--- config.mk ---
export PLATFORM = sky130hd
export DESIGN_NAME = mvu_bitplane_transposer
export DESIGN_NICKNAME = d
export VERILOG_FILES = /design/src/rtl/mvu_pkg.sv /design/src/rtl/mvu_tp_plane_mux.sv /design/src/rtl/mvu_bitplane_transposer.sv
export SDC_FILE = /design/constraint.sdc
export NUM_CORES = 1
export LEC_CHECK = 0
export ABC_CLOCK_PERIOD_IN_PS = 4610
export BUFFER_PORTS_ARGS = -buffer_cell sky130_fd_sc_hd__buf_2
export CAP_MARGIN = 10
export CORE_MARGIN = 4
export CORE_UTILIZATION = 35
export CTS_BUF_LIST = sky130_fd_sc_hd__clkbuf_2
export DETAILED_ROUTE_END_ITERATION = 7
export HOLD_SLACK_MARGIN = 0.03
export SETUP_SLACK_MARGIN = 0.5
export SLEW_MARGIN = 10
export SYNTH_ARGS = -nofsm -noshare
export SYNTH_HDL_FRONTEND = slang
export SYNTH_HIERARCHICAL = 1
export SYNTH_SLANG_ARGS = --single-unit
--- constraint.sdc ---
create_clock -name clk -period 4.61 [get_ports clk]
set_input_delay 0.461 -clock clk [delete_from_list [all_inputs] [get_ports clk]]
set_output_delay 0.461 -clock clk [all_outputs]
set_load 0.02 [all_outputs]
--- src/rtl/mvu_pkg.sv ---
// Shared MVU constants, transposer FSM state type and the precision clamp helper.
package mvu_pkg;

   localparam int unsigned N       = 64;
   localparam int unsigned BDBANKA = 15;
   localparam int unsigned BDBANKW = 64;

   typedef enum logic [1:0] {
      TP_IDLE,
      TP_COLLECT,
      TP_EMIT
   } tp_state_e;

   // Zero or over-range precision falls back to the widest supported precision.
   function automatic logic [31:0] clamp_prec(input logic [31:0] prec,
                                              input int unsigned max_prec);
      if (prec == 32'd0 || prec > max_prec) begin
         return max_prec;
      end
      return prec;
   endfunction

endpackage

--- src/rtl/mvu_tp_plane_mux.sv ---
// Selects one bit column across all buffered elements, forming a bit-plane word.
module mvu_tp_plane_mux #(
   parameter int unsigned NUM_WORDS     = 64,
   parameter int unsigned MAX_DATA_PREC = 16
) (
   input  logic [MAX_DATA_PREC-1:0]         rows [NUM_WORDS],
   input  logic [$clog2(MAX_DATA_PREC)-1:0] sel,
   output logic [NUM_WORDS-1:0]             word
);

   always_comb begin
      word = '0;
      for (int j = 0; j < NUM_WORDS; j++) begin
         word[j] = rows[j][sel];
      end
   end

endmodule

--- src/rtl/mvu_bitplane_transposer.sv ---
// Collects NUM_WORDS scalar elements and writes them to the MVU data RAM as
// MSB-first bit-plane words, one plane per cycle.
module mvu_bitplane_transposer
   import mvu_pkg::*;
#(
   parameter int unsigned NUM_WORDS     = N,
   parameter int unsigned XLEN          = 32,
   parameter int unsigned MVU_ADDR_LEN  = BDBANKA,
   parameter int unsigned MVU_DATA_LEN  = BDBANKW,
   parameter int unsigned MAX_DATA_PREC = 16
) (
   input  logic                    clk,
   input  logic                    rst_n,
   input  logic [31:0]             prec,
   input  logic [31:0]             baddr,
   input  logic                    start,
   input  logic [XLEN-1:0]         iword,
   input  logic                    iword_valid,
   output logic                    iword_ready,
   output logic                    busy,
   output logic                    done,
   output logic                    mvu_wr_en,
   output logic [MVU_ADDR_LEN-1:0] mvu_wr_addr,
   output logic [MVU_DATA_LEN-1:0] mvu_wr_word
);

   localparam int unsigned CW = $clog2(NUM_WORDS) + 1;
   localparam int unsigned PW = $clog2(MAX_DATA_PREC) + 1;

   if (NUM_WORDS != MVU_DATA_LEN) begin : g_len_chk
      $error("NUM_WORDS must equal MVU_DATA_LEN");
   end
   if (MAX_DATA_PREC > XLEN) begin : g_prec_chk
      $error("MAX_DATA_PREC must not exceed XLEN");
   end

   tp_state_e                state_q, state_d;
   logic [CW-1:0]            word_cnt_q, word_cnt_d;
   logic [PW-1:0]            plane_q, plane_d;
   logic [PW-1:0]            idx_q, idx_d;
   logic [PW-1:0]            eff_prec_q, eff_prec_d;
   logic [MVU_ADDR_LEN-1:0]  baddr_q, baddr_d;
   logic [MAX_DATA_PREC-1:0] row_q [NUM_WORDS];
   logic                     row_we;
   logic [CW-2:0]            row_sel;
   logic [NUM_WORDS-1:0]     plane_word;
   logic                     unused_bits;

   assign unused_bits = ^{baddr[31:MVU_ADDR_LEN], iword[XLEN-1:MAX_DATA_PREC]};

   // State register
   always_ff @(posedge clk or negedge rst_n) begin
      if (!rst_n) begin
         state_q    <= TP_IDLE;
         word_cnt_q <= '0;
         plane_q    <= '0;
         idx_q      <= '0;
         eff_prec_q <= '0;
         baddr_q    <= '0;
      end else begin
         state_q    <= state_d;
         word_cnt_q <= word_cnt_d;
         plane_q    <= plane_d;
         idx_q      <= idx_d;
         eff_prec_q <= eff_prec_d;
         baddr_q    <= baddr_d;
      end
   end

   // Element buffer carries no reset; stale rows are always overwritten before use.
   always_ff @(posedge clk) begin
      if (row_we) begin
         row_q[row_sel] <= iword[MAX_DATA_PREC-1:0];
      end
   end

   // Next-state logic
   always_comb begin
      state_d    = state_q;
      word_cnt_d = word_cnt_q;
      plane_d    = plane_q;
      idx_d      = idx_q;
      eff_prec_d = eff_prec_q;
      baddr_d    = baddr_q;
      row_we     = 1'b0;
      row_sel    = '0;
      unique case (state_q)
         TP_IDLE: begin
            if (start) begin
               eff_prec_d = PW'(clamp_prec(prec, MAX_DATA_PREC));
               baddr_d    = baddr[MVU_ADDR_LEN-1:0];
               word_cnt_d = CW'(1);
               row_we     = 1'b1;
               state_d    = TP_COLLECT;
            end
         end
         TP_COLLECT: begin
            if (iword_valid) begin
               row_we     = 1'b1;
               row_sel    = word_cnt_q[CW-2:0];
               word_cnt_d = word_cnt_q + CW'(1);
               if (word_cnt_q == CW'(NUM_WORDS - 1)) begin
                  state_d    = TP_EMIT;
                  word_cnt_d = '0;
                  plane_d    = eff_prec_q - PW'(1);
                  idx_d      = '0;
               end
            end
         end
         TP_EMIT: begin
            plane_d = plane_q - PW'(1);
            idx_d   = idx_q + PW'(1);
            if (plane_q == '0) begin
               state_d = TP_IDLE;
               plane_d = '0;
               idx_d   = '0;
            end
         end
         default: state_d = TP_IDLE;
      endcase
   end

   mvu_tp_plane_mux #(
      .NUM_WORDS     (NUM_WORDS),
      .MAX_DATA_PREC (MAX_DATA_PREC)
   ) u_plane_mux (
      .rows (row_q),
      .sel  (plane_q[PW-2:0]),
      .word (plane_word)
   );

   // Outputs derive only from registered state, so reset clears them at once.
   always_comb begin
      mvu_wr_en   = 1'b0;
      mvu_wr_addr = '0;
      mvu_wr_word = '0;
      done        = 1'b0;
      busy        = (state_q != TP_IDLE);
      iword_ready = (state_q != TP_EMIT);
      if (state_q == TP_EMIT) begin
         mvu_wr_en   = 1'b1;
         mvu_wr_addr = baddr_q + MVU_ADDR_LEN'(idx_q);
         mvu_wr_word = plane_word;
         done        = (plane_q == '0);
      end
   end

endmodule

==> results.json <==
{
  "ys_types": 65,
  "grt_usage_pct": 17.9,
  "crit_type": "reg -> out",
  "grt_pass1_wl_um": 162000,
  "core_um2": 118000,
  "die_width_um": 352,
  "startpoint_type": "flip-flop",
  "hold_violations": 0,
  "portBuffers": 149,
  "cts_inserted_buffers": 278,
  "num_vias": 22900,
  "p_clk_share_pct": 32.4,
  "cts_sinks": 1063,
  "pwr-share-comb_pct": 7.0,
  "swShare_pct": 24.8,
  "drt-total-wl_um": 113000,
  "status": "completed",
  "setup_viol": 0,
  "yosys_most_used_dff": "edfxtp_1",
  "placed_cell_area_um2": 44600,
  "place_hpwl_um": 52100,
  "fmax_mhz": 248,
  "cts.path.max_buffers": 4,
  "power.switching_mw": 4.48,
  "grt-ovfl-total": 0,
  "crit_arrival_ns": 3.58,
  "maxSlewViolCount": 0,
  "rows": 126,
  "synth_seq_area_share_pct": 76.5,
  "multi_input_comb_area_um2": 9780,
  "fillers": 10200,
  "powerDensity_nw_per_um2": 362,
  "cap_viol_max_count": 0,
  "fin_setup_tns_ns": 0,
  "seqPwrFrac_pct": 60.6,
  "netlist_instances": 1969,
  "required_ns": 4.15,
  "syn_area_um2": 41500,
  "grt_max_degree": 81,
  "path_max_fanout": 5,
  "rsz0062_at_grt": "true",
  "power.leakage_nw": 17.2,
  "drtAntennaViolNets": 0,
  "clk_latency_ns": 1.47,
  "async_flop_share_pct": 3.67,
  "gp_congestion": 0.794,
  "synth_fp_nets": 2079,
  "final_layout_size_suffix_gt1_share_pct": 42.4,
  "finClkSkew_ns": 0.143,
  "htree_levels": 5,
  "first_pass_iters": 7,
  "dieHeight_um": 352,
  "timing.final.crit_period_ns": 4.04,
  "cts_tree": "yes",
  "synth_edf_count": 1024,
  "tightest_slew_ns": 1.15,
  "slew_headroom_pct": 23.1,
  "syn_to_final_growth_pct": 20.5,
  "register_area_um2": 31700,
  "ir_worst_vdd_uv": 226,
  "num_io_pins": 183,
  "worstHoldPathType": "in -> reg",
  "clkTransAtPathRegs_ns": 0.10,
  "drt-initial-drc-count": 2300,
  "wl_per_cell_um": 26.3,
  "finish.instance_area_um2": 50000,
  "root_buffer": "clkbuf_2",
  "final_nets": 2686,
  "p_int_mw": 13.6,
  "end_kind": "output pin",
  "period_share_pct": 87.6,
  "via_per_inst": 5.34,
  "ys.warnings.count": 6,
  "synth_seq_cells": 1063,
  "drc_errors": 0,
  "die-area_um2": 124000,
  "antenna_found_initial": 14,
  "grt_pass1_vias": 24200,
  "initial_core_util_pct": 35.2,
  "avgSynthCellArea_um2": 21.1
}
-- layout by cell type (no fill, tap or decap), types with 5 or more instances in the layout --
cell,instances
edfxtp_1,1024
clkbuf_2,380
mux4_2,256
buf_4,136
dlygate4sd3_1,107
buf_2,105
a22oi_2,87
nor2_1,75
and2_1,62
nand2_1,57
clkinv_1,43
a22oi_1,41
dfrtp_1,34
buf_16,27
nand2_2,27
buf_12,26
o21ai_0,19
buf_6,19
nand3_1,14
mux2_2,13
a21oi_1,9
nor2_2,8
nor4_1,8
clkinv_2,8
inv_1,7
and2_4,7
inv_2,7
nand2b_1,6
ha_1,6
diode_2,5
nor2b_1,5
nand4_1,5
clkbuf_16,5
-- registers in the layout (all words and copies together), names as in the netlist --
register	count
eff_prec_q	5
baddr_q	15
idx_q	5
state_q	2
row_q	1024
plane_q	5
word_cnt_q	7
-- power by group through the flow --
stage                     sequential [mW]  clock [mW]  combinational (mW)
final                                11.0        5.86                1.26
after global routing                 11.0        6.62                1.34
after CTS                            11.0        6.07                1.16
after detailed placement             11.2           0               0.945
after global placement               11.2           0               0.916
after floorplan                      11.1           0               0.480
-- path summary, 6_finish.rpt --
kind | start | to | slack [ns] | cells after the start
worst max-delay path | idx_q[0]$_DFFE_PN0P_ | mvu_wr_addr[8] | 0.57 | 8
worst min-delay path | iword[13] | row_q[45]$_DFFE_PP_ | 0.20 | 2
worst max register to register | state_q[0]$_DFFE_PN0P_ | row_q[80]$_DFFE_PP_ | 1.34 | 5
worst min register to register | idx_q[4]$_DFFE_PN0P_ | idx_q[4]$_DFFE_PN0P_ | 0.55 | 2
max in group asynchronous | rst_n | baddr_q[10]$_DFFE_PN0P_ | 3.62 | 5
min in group asynchronous | rst_n | baddr_q[3]$_DFFE_PN0P_ | 0.68 | 5
-- timing repair --
action                                  4_1_cts  5_1_grt
endpoints found under the hold margin      1238        0
setup buffers                                39        5
cloned                                       20        5
pin swaps                                    44       63
hold buffers                                111        0
endpoints found under the setup margin       74       70
gates resized for setup                     136       94
-- per-stage QoR --
step                      cells  setup slack (ns)  hold WS [ns]  total power [mW]  utilization (%)
final                      4278             0.572         0.199              18.1             42.4
after global routing       4275             0.335        0.0617              19.0             42.4
after CTS                  4263             0.387        0.0301              18.2             42.0
after detailed placement   3652              1.17         0.503              12.1             37.8
after global placement     3652              1.18         0.495              12.1             37.8
after floorplan            1969              1.96         0.165              11.6                -
-- cell type report --
class / count / share of cell area (%)
flip-flops and latches: 1063 / 63.5
repair buffers: 429 / 8.60
clock inverters: 61 / 0.591
clock buffers: 380 / 3.81
multi-input cells: 796 / 19.6
well taps: 1536 / 3.85
inverters: 8 / 0.0751
diodes: 5 / 0.0250
-- routing by layer --
layer	global-route usage (%)	vias to the layer above	part of all wire [%]
met5	0	-	0.0071
met4	5.82	2	2.1
met3	4.46	164	8.6
met2	29.4	1109	49
met1	23.6	12000	40
li1	-	9583	-
-- critical path, stage by stage (launching register included) --
cell     delay, ns
dfrtp_1       0.44
ha_4          0.19
fa_2          0.39
a211o_1       0.35
a21oi_4       0.25
buf_12        0.16
o21ai_2       0.05
a21oi_1       0.19
buf_4         0.17
-- Yosys cell counts (all sizes together) (2+ instances only) --
master	count	area (um2)
edfxtp	1024	30700
mux4	256	5770
a22oi	128	961
nand2	85	327
nor2	85	327
and2	70	438
buf	58	397
clkbuf	46	174
dfrtp	39	976
o21ai	21	105
nand3	14	70.1
mux2	13	146
a21oi	12	60.1
ha	9	113
inv	8	32.5
nor4	8	50.1
nor2b	7	43.8
nand2b	6	37.5
nand4	5	31.3
or3	5	33.8
or4	5	37.5
a31o	4	35.0
nor3	4	20.0
o31ai	4	43.8
or2	4	25.0
xnor2	4	35.0
xor2	4	35.0
a22o	3	26.3
a31oi	3	18.8
nand3b	3	35.0
nand4b	3	38.8
a211o	2	17.5
a211oi	2	15.0
a21boi	2	15.0
a21o	2	15.0
and3	2	17.5
o211ai	2	15.0
o21a	2	15.0
o22ai	2	12.5
-- logic make-up after synthesis --
logic type,after synthesis,share of synthesized area [%]
buf+inv,112,1.45
simple gates,308,3.75
flops,1063,76.5
xor+xnor,8,0.169
mux,270,14.3
compound gates,198,3.52
fa+ha+maj,10,0.320
Power figures use the tool's default switching activity.
